$ cat src/rtl/pc_sequencer.sv
// pc_sequencer: fetch-stage PC/nPC register pair.
// Takes the resolved branch condition (CH_Out) and the branch/jump targets
// from EX. Produces the fetch address, the next-sequential address and the
// IF/ID flush pulse. A redirect that resolves while the pipe is stalled is
// captured and applied when the stall releases; the first captured redirect
// wins.
// Optional build macro: DELAY_SLOT_EN
//   defined   : a redirect keeps the delay-slot instruction (pc<=npc, npc<=target)
//               and if_id_flush is held low.
//   undefined : a redirect fetches the target at once (pc<=target,
//               npc<=target+4) and if_id_flush kills the wrong-path fetch.
module pc_sequencer #(
    parameter int                ADDR_W   = 32,
    parameter logic [ADDR_W-1:0] RESET_PC = '0
) (
    input  logic              clk,
    input  logic              reset_n,
    input  logic              stall,
    input  logic              branch_valid,
    input  logic              CH_Out,
    input  logic [ADDR_W-1:0] branch_target,
    input  logic              jump_valid,
    input  logic [ADDR_W-1:0] jump_target,
    output logic [ADDR_W-1:0] pc,
    output logic [ADDR_W-1:0] npc,
    output logic              if_id_flush,
    output logic              redirect_pending,
    output logic              addr_err
);

    localparam logic [ADDR_W-1:0] INC = ADDR_W'(4);

    typedef enum logic [1:0] {
        RUN  = 2'd0,
        HOLD = 2'd1,
        PEND = 2'd2
    } state_t;

    state_t            state_reg, state_next;
    logic [ADDR_W-1:0] pc_reg, pc_next;
    logic [ADDR_W-1:0] npc_reg, npc_next;
    logic [ADDR_W-1:0] pend_tgt_reg, pend_tgt_next;
    logic              flush_reg, flush_next;
    logic              addr_err_reg, addr_err_next;

    logic              take;
    logic [ADDR_W-1:0] tgt_raw;
    logic [ADDR_W-1:0] tgt_aligned;
    logic              apply;
    logic [ADDR_W-1:0] apply_tgt;

    // Redirect request this cycle; a jump beats a branch when both resolve.
    always_comb begin
        take        = jump_valid | (branch_valid & CH_Out);
        tgt_raw     = jump_valid ? jump_target : branch_target;
        tgt_aligned = {tgt_raw[ADDR_W-1:2], 2'b00};
    end

    // Next-state logic: sequential step, immediate redirect, capture while
    // stalled, or release of a captured redirect.
    always_comb begin
        state_next    = state_reg;
        pc_next       = pc_reg;
        npc_next      = npc_reg;
        pend_tgt_next = pend_tgt_reg;
        flush_next    = 1'b0;
        // Any misaligned taken target is recorded, even one that is ignored
        // because an earlier redirect is already pending.
        addr_err_next = addr_err_reg | (take & (tgt_raw[1:0] != 2'b00));
        apply         = 1'b0;
        apply_tgt     = '0;

        case (state_reg)
            RUN, HOLD: begin
                if (!stall) begin
                    state_next = RUN;
                    if (take) begin
                        apply     = 1'b1;
                        apply_tgt = tgt_aligned;
                    end else begin
                        pc_next  = npc_reg;
                        npc_next = npc_reg + INC;
                    end
                end else if (take) begin
                    pend_tgt_next = tgt_aligned;
                    state_next    = PEND;
                end else begin
                    state_next = HOLD;
                end
            end
            PEND: begin
                // New takes are ignored here: the captured redirect wins.
                if (!stall) begin
                    apply      = 1'b1;
                    apply_tgt  = pend_tgt_reg;
                    state_next = RUN;
                end
            end
            default: begin
                state_next = RUN;
            end
        endcase

        if (apply) begin
`ifdef DELAY_SLOT_EN
            pc_next  = npc_reg;
            npc_next = apply_tgt;
`else
            pc_next    = apply_tgt;
            npc_next   = apply_tgt + INC;
            flush_next = 1'b1;
`endif
        end
    end

    // State and datapath registers; reset drops any pending target and flush.
    always_ff @(posedge clk or negedge reset_n) begin
        if (!reset_n) begin
            state_reg    <= RUN;
            pc_reg       <= RESET_PC;
            npc_reg      <= RESET_PC + INC;
            pend_tgt_reg <= '0;
            flush_reg    <= 1'b0;
            addr_err_reg <= 1'b0;
        end else begin
            state_reg    <= state_next;
            pc_reg       <= pc_next;
            npc_reg      <= npc_next;
            pend_tgt_reg <= pend_tgt_next;
            flush_reg    <= flush_next;
            addr_err_reg <= addr_err_next;
        end
    end

    // All outputs come straight from registers.
    always_comb begin
        pc               = pc_reg;
        npc              = npc_reg;
        if_id_flush      = flush_reg;
        redirect_pending = (state_reg == PEND);
        addr_err         = addr_err_reg;
    end

endmodule
$ cat config.mk
export PLATFORM = sky130hd
export DESIGN_NAME = pc_sequencer
export DESIGN_NICKNAME = d
export VERILOG_FILES = /design/src/rtl/pc_sequencer.sv
export SDC_FILE = /design/constraint.sdc
export NUM_CORES = 1
export LEC_CHECK = 0
export CORE_ASPECT_RATIO = 2
export CORE_MARGIN = 2
export CORE_UTILIZATION = 25
export DETAILED_ROUTE_END_ITERATION = 12
export HOLD_SLACK_MARGIN = 0.02
export PLACE_DENSITY = 0.44
export SYNTH_ARGS = -nofsm -noshare
export SYNTH_HDL_FRONTEND = slang
export SYNTH_SLANG_ARGS = --single-unit
$ cat constraint.sdc
create_clock -name clk -period 2.7 [get_ports clk]
set_clock_uncertainty 0.1 [all_clocks]
set_input_delay 0.54 -clock clk [delete_from_list [all_inputs] [get_ports clk]]
set_output_delay 0.54 -clock clk [all_outputs]
set_load 0.02 [all_outputs]
[Word level (Yosys, flattened, before mapping)]
Index checks and enable logic that the tools add are counted.
Storage, ports and cells
  register bits: 98
  word-level logic and storage cells: 45
Cells by class
  mux-type cells: 22
  equal/unequal tests: 5
  reductions and logical operators: 6
  bitwise logic cells: 4
  add/subtract/negate cells: 2
Operator list (number)
  32-bit two-way mux: 12
  32-bit by 3-bit adder with 32-bit output (second input constant): 2
  32-bit case mux with 2 select lines: 1
  2-bit two-way mux: 3
  3-bit AND reduction: 2
  1-bit two-way mux: 4
  2-bit by 1-bit inequality test with 1-bit output (second input constant): 2
  2-bit case mux with 2 select lines: 1
  2-bit nonzero test: 2
  1-bit AND: 2
  2-bit by 1-bit == test with 1-bit output (second input constant): 1
  2-bit == test (second input constant): 1
  2-bit zero test: 1
  2-bit inequality test (second input constant): 1
  1-bit OR: 2
  1-bit case mux with 2 select lines: 1
  2-bit OR reduction: 1

[Logic depth before layout (Yosys ltp)]
  depth in word-level cells: 7
  gate-level depth with buffers: 12
  mapped depth without buffers: 9

[Worst setup path after synthesis]
No wires, ideal clock.
  kind: input-to-reg
  from: input jump_valid
  to: register npc_reg[30], in the netlist npc[30]
  path buffers: 4
  required time: 2505 ps
  arrival time: 2947 ps
  cell stages on the path: 12
  slack: -443 ps
  library setup time: 95 ps
  cell sequence: buf_2 a211oi_2 nand2b_1 buf_4 buf_6 a221o_1 ha_1 nand2_1 or4_4 buf_6 o31a_1 o31ai_1
Between the ends
  longest elaborated chain between the ends: 6
  elaborated cells between the ends (all ways): 14
  those cells by class: add/sub: 1; eq/ne: 2; mux: 8; bitwise: 1; reduce/logical: 2
Ends and longest elaborated chain
  from (decl): RTL line 22  | input logic jump_valid,
  32-bit two-way mux or 1-bit OR (tied branches): RTL line 55, 54
  32-bit two-way mux or 1-bit two-way mux (tied branches): RTL line 77  | if (take) begin
  32-bit two-way mux or 1-bit two-way mux (tied branches): RTL line 75  | if (!stall) begin
  32-bit case mux with 2 select lines or 1-bit case mux with 2 select lines (tied branches): RTL line 73  | case (state_reg)
  32-bit by 3-bit adder with 32-bit output, or another cell as far along: RTL line 110  | npc_next = apply_tgt + INC;
  32-bit two-way mux or 3-bit AND reduction (tied branches)
  to (signal assigned): RTL line 121  | npc_reg <= RESET_PC + INC;
  to (signal assigned): RTL line 128  | npc_reg <= npc_next;
  to (decl): RTL line 41  | logic [ADDR_W-1:0] npc_reg, npc_next;
Several ways; a longest one is shown, not always the timed one.
A chain may end at the register's enable or synchronous reset.

[Final worst setup path]
  from: register state_reg[1]
  to: register npc_reg[24], in the netlist npc[24]
Between the ends
  longest elaborated chain between the ends: 5
  elaborated cells between the ends (all ways): 12
  those cells by class: add/sub: 1; eq/ne: 4; mux: 3; reduce/logical: 4
Ends and longest elaborated chain
  from (decl): RTL line 39  | state_t state_reg, state_next;
  from (signal assigned): RTL line 126  | state_reg <= state_next;
  2-bit by 1-bit == test with 1-bit output or 2-bit zero test (tied branches): RTL line 73
  2-bit OR reduction: RTL line 73
  32-bit case mux with 2 select lines or 1-bit case mux with 2 select lines (tied branches): RTL line 73
  32-bit by 3-bit adder with 32-bit output, or another cell as far along: RTL line 110
  32-bit two-way mux or 3-bit AND reduction (tied branches)
Several ways; a longest one is shown, not always the timed one.

==> summary.txt <==
Finish
  • Area growth syn-to-layout: 62.4%
  • Design area: 8730 sq um
  • FF+latch area: 2350 sq um
  • Filler instances: 2149
  • Multi-input gate area: 3060 sq um
  • Ratio of cells with drive above 1 in the final layout: 28.2%
  • Layout Nets: 899
  • Layout Cells excl Fill: 1102
  • Diode count: 0

Critical path
  • CP arrival: 3120 ps
  • Kind of critical path: flip-flop to flip-flop
  • Critical Path Slowest Stage Cell: or4_4
  • Critical Path RT: 2850 ps
  • CP Capture Type: flip-flop
  • R2r startpoint: state_reg[1]$_DFFE_PN0P_
  • R2R Path End: npc[24]$_DFFE_PN0P_
  • CP max stage delay: 560 ps
  • Worst-path cell chain: or2_4, buf_4, o32ai_2, a221oi_2, or3_4, or4_4, buf_12, or3_1, a31o_1
  • R2R Setup Slk: -260 ps
  • Setup crit start kind: flip-flop
  • R2R depth: 9
  • Critical path fanouts, max: 7

Detailed routing
  • Final wirelength: 23100 um
  • Post-route antenna net violation count: 0
  • WL/cell: 21.0 um
  • Iter 0 DRT Violations: 251
  • Pre-Repair DR Iteration Count: 5
  • DRC: 0
  • Detail-routed via count per cell: 5.08
  • DR vias: 5602

Die
  • Width of the die: 108 um
  • Row cnt: 75
  • Die span in y: 211 um
  • Full die area: 22800 sq um
  • IO Pins: 137
  • Initial Util: 25.6%
  • Core area: 21000 sq um

STA
  • Fin. Hold Viols: 0
  • Crit share post-route: 110%
  • Slew @ Worst Pin: 976 ps
  • RSZ-0062 raised after global routing: yes
  • Max Clock Freq: 337 MHz
  • Slew HR: 34.9%
  • Minimum clock period: 2960 ps
  • Setup violators final: 15
  • Hold_ws: 28.5 ps
  • Final worst slack: -265 ps
  • Max-slew violation count: 0

Yosys
  • Synth Register Bits: 94
  • Prevailing post-synth register cell: dfrtp_1
  • Async SR Flop Fraction: 100%
  • Netlist cell types: 67
  • Ys Warns: 0
  • Post-Syn Instances: 585
  • Number of synthesized flops with an enable pin: 0
  • Sequential-to-total area share from yosys stat: 43.8%
  • Avg Cell Area, Syn: 9.19 sq um
  • Mapped Area: 5380 sq um

GRT
  • GRT Util Overall: 20.7%
  • Vias in the first global route: 5970
  • First-pass GRT wire length: 34600 um
  • Largest net degree at the start of global routing: 106
  • Initial antenna violation count: 0
  • Global route overflow: 0

Clocking
  • CTS H-tree depth: 3
  • Num CTS Buffers: 9
  • Clk_lat worst skew: 360 ps
  • # clock sinks: 94
  • CTS tree: yes
  • Clock-pin slew on the worst setup and hold paths: 70 ps
  • CTS root buf: clkbuf_16
  • Clk buf depth: 2

Run status
  • Violations in the final reports: setup timing
  • Outcome: complete, but fails checks

Pwr
  • Power per cell area: 703 nW/um^2
  • P_leak: 3.81 nW
  • Worst vdd ir: 0.311 mV

Place
  • Placed instance area: 7750 sq um
  • Hpwl dp: 17700 um
  • RePlAce Congestion: 0.888
  • Port bufs: 132
  • Placed cell count: 1057
  • Place WS: -991 ps

Job
  • # Max-Cap Violations: 0

Min path
  • Worst hold path type: input pin to async pin
-- worst max-delay path, delay by kind of cell (launching register included) --
| kind | cells | cell delay (ps) |
|---|---|---|
| simple gates | 4 | 1560 |
| flops | 1 | 440 |
| compound gates | 3 | 440 |
| buf+inv | 2 | 330 |
-- routing by layer --
metal / wire (um) / GRT usage [%] / share of wire, % / up-vias
met4: 1580 / 15.0 / 6.8 / 0
met3: 869 / 2.62 / 3.8 / 63
li1: - / - / - / 2635
met1: 7780 / 20.1 / 34 / 2719
met2: 12900 / 38.9 / 56 / 185
met5: 0 / 0 / 0 / -
-- cells by family (layout without fill, tap and decap cells) --
group	count (synthesis)	after routing	synth area share, %
xor gates and xnor gates	10	10	1.63
muxes	32	32	5.98
adders and majority gates	1	1	0.233
AOI/OAI and AO/OA	170	170	23.0
and+or+nand+nor	207	208	18.8
DFF	94	94	43.8
other	1	4	0.0697
buffers and inverters	70	314	6.56
-- area by class of cell --
class | count | area share [%]
sequential | 94 | 27.0
inverter | 23 | 0.989
timing repair buffer | 275 | 28.9
tap | 269 | 3.85
clock inverter | 7 | 1.71
multi-input combinational | 425 | 35.0
clock buffer | 9 | 2.58
-- cell usage in the layout (no fill, tap or decap), types with 5 or more instances in the layout --
master	count
nor4_2	7
buf_12	5
o31ai_1	6
xor2_1	6
o32ai_1	17
a221oi_1	10
mux2i_1	31
nand4_1	6
o31ai_2	5
o21ai_1	6
o31a_1	8
inv_1	21
nand2_1	126
a221oi_2	7
a221o_1	5
buf_6	14
nor4_4	5
buf_4	122
dfrtp_1	92
nor2_1	13
o21ai_0	58
clkdlybuf4s50_1	127
clkbuf_16	10
-- synth_stat cells, types with 3 or more instances --
library cell  count  share of area, %
a21o_1            4              0.56
a21oi_1           3              0.28
a221o_1           5              0.93
a221oi_1         18               2.9
a222oi_1          3              0.56
a22o_1            3              0.49
a31o_2            3              0.49
a32o_1            3              0.56
and2_1            3              0.35
and3_1            3              0.35
buf_1             7              0.49
buf_2             6              0.56
buf_4             7              0.98
buf_6             6               1.3
clkbuf_1         20               1.4
dfrtp_1          93                43
inv_1            21               1.5
mux2i_1          31               5.8
nand2_1         127               8.9
nand2b_1          4              0.47
nand3_1           5              0.47
nand4_1           6              0.70
nor2_1           14              0.98
nor3_1            7              0.65
nor4_1           13               1.5
o211ai_1          3              0.42
o21a_1            3              0.42
o21ai_0          61               5.7
o21ai_1           5              0.47
o31a_1            8               1.3
o31ai_1          11               1.5
o32ai_1          21               3.4
or2_2             3              0.35
or3_1             4              0.47
xnor2_1           4              0.65
xor2_1            6              0.98
-- stage by stage --
step | power (mW) | TNS [ps] | util, %
after floorplan | 3.04 | -2460 | -
after global placement | 4.36 | -22620 | 36.9
after detailed placement | 4.38 | -23680 | 36.9
after CTS | 6.12 | -2920 | 40.4
after global routing | 6.44 | -4160 | 41.5
final | 6.14 | -2490 | 41.5
-- what timing repair did --
item / CTS / global route
hold buffers: 0 / 0
gates cloned: 1 / 1
pin swaps: 21 / 23
resized for setup: 47 / 35
setup buffers: 21 / 10
setup endpoints to repair: 27 / 22
-- power breakdown --
group	switching (mW)	internal, mW	total (mW)
sequential	0.332	1.74	2.07
combinational	1.26	1.18	2.44
clock	0.617	1.01	1.63
total	2.21	3.93	6.14
-- worst max-delay path by stage --
stage / start / endpoint / slack (ps) / depth (start not counted)
after floorplan: jump_valid / npc[30]$_DFFE_PN0P_ / -290 / 10
after detailed placement: branch_valid / npc[29]$_DFFE_PN0P_ / -990 / 11
after CTS: state_reg[1]$_DFFE_PN0P_ / npc[27]$_DFFE_PN0P_ / -260 / 10
after global routing: state_reg[1]$_DFFE_PN0P_ / npc[30]$_DFFE_PN0P_ / -340 / 11
final: state_reg[1]$_DFFE_PN0P_ / npc[24]$_DFFE_PN0P_ / -260 / 9
after global placement: branch_valid / npc[22]$_DFFE_PN0P_ / -940 / 10
Note: power is estimated with default switching activity, not from simulation.
==> RTL edit: new RTL, same flow settings <==
`ADDR_W`: 32 -> 24.
--- a/src/rtl/pc_sequencer.sv
+++ b/src/rtl/pc_sequencer.sv
@@ -11,5 +11,5 @@
 //               npc<=target+4) and if_id_flush kills the wrong-path fetch.
 module pc_sequencer #(
-    parameter int                ADDR_W   = 32,
+    parameter int                ADDR_W   = 24,
     parameter logic [ADDR_W-1:0] RESET_PC = '0
 ) (
Interface: changed (resized branch_target, jump_target, npc and pc); port bits go from 137 to 105. The function was not compared with the original's and may differ.
==> RTL edit against the original RTL <==
Power decreased by 24%; sequential share of layout area grew 2.7 points; critical path type is now in -> reg; final area shrank 32%; fmax is 16% higher; largest cell class unchanged; register-to-register slack gained 0.40 ns; sequential cell count down 24; routed wire length is 45% lower; area after synthesis fell by 26%; clock power decreased by 19%; largest power group unchanged; setup slack better by 0.40 ns; via count down 36%.
==> RTL edit: results <==
{
  "p_leak_nw": 2.55,
  "synth.top_cells.by_area": "dfrtp_1 44%, mux2i_1 6.3%, nand2_1 6.1%, nor2_1 3.7%, a21oi_1 3.7%",
  "clkLatencyLatePin_ns": 0.34,
  "vias_in_the_first_global_route": 3706,
  "placed_area_um2": 5500,
  "global_route.usage.total_pct": 15.4,
  "synth_sequential_area_ratio_pct": 44.3,
  "internal_power_w": 0.00308,
  "global_route_wire_length_before_repair_um": 20500,
  "post_route_cells_drive_above_1_share_pct": 20.1,
  "peakVddDrop_v": 0.000385,
  "fin_hold_ws_ns": 0.111,
  "r2r_setup_slack_ns": 0.14,
  "final_wirelength_um": 12800,
  "final_net_count": 603,
  "area_taken_by_multi_input_logic_gates_um2": 2050,
  "cellPowerDensity_nw_per_um2": 788,
  "synth_top_cells_by_count": "69 x dfrtp_1, 64 x nand2_1, 39 x nor2_1, 29 x a21oi_1, 25 x mux2i_1",
  "worstSetupStartpoint": "stall",
  "final_cell_count_no_fill": 754,
  "post_cts_resize_count": 6,
  "post_synthesis_xor_xnor_area_fraction_pct": 2.21,
  "port-buffer-count": 100,
  "inst_count_dp": 733,
  "wire_length_on_met2_um": 5910,
  "largest_net_degree_at_the_start_of_global_routing": 71,
  "reg2reg_depth": 11,
  "dp_slack_ns": -0.392,
  "via_count": 3600,
  "globalplace.congestion": 0.753,
  "fill_cells": 1606,
  "groute.layer.met2.usage_pct": 23.2,
  "wl_met3_um": 591,
  "run_status": "finished, final reports clean",
  "timing.final.ws_setup_ns": 0.133,
  "wl_met1_um": 6090,
  "post_synth_num_cell_types": 54
}
[RTL edit: worst min path at each step]
stage	cells after the start	start	end
after floorplan	0	reset_n	addr_err$_DFF_PN0_
after global routing	2	reset_n	npc[21]$_DFFE_PN0P_
after CTS	2	reset_n	pc[23]$_DFFE_PN0P_
after detailed placement	1	addr_err$_DFF_PN0_	addr_err$_DFF_PN0_
after global placement	1	addr_err$_DFF_PN0_	addr_err$_DFF_PN0_
final	2	reset_n	npc[21]$_DFFE_PN0P_
[RTL edit: worst max-delay path, stage by stage]
cell	delay (ns)
dlygate4sd2_1	0.25
buf_6	0.13
nor3b_4	0.20
buf_4	0.15
buf_12	0.11
a32o_2	0.13
a221o_1	0.18
ha_2	0.23
nand2_4	0.07
nor4_4	0.25
buf_4	0.20
mux2i_1	0.18
nand2_1	0.06
[RTL edit: final cells by class]
type	instances	share of cell area, %
inverter	2	0.127
timing repair buffer	161	25.8
clock inverter	5	1.37
multi-input combinational	304	34.6
tap	201	4.25
sequential	70	29.6
clock buffer	11	4.27
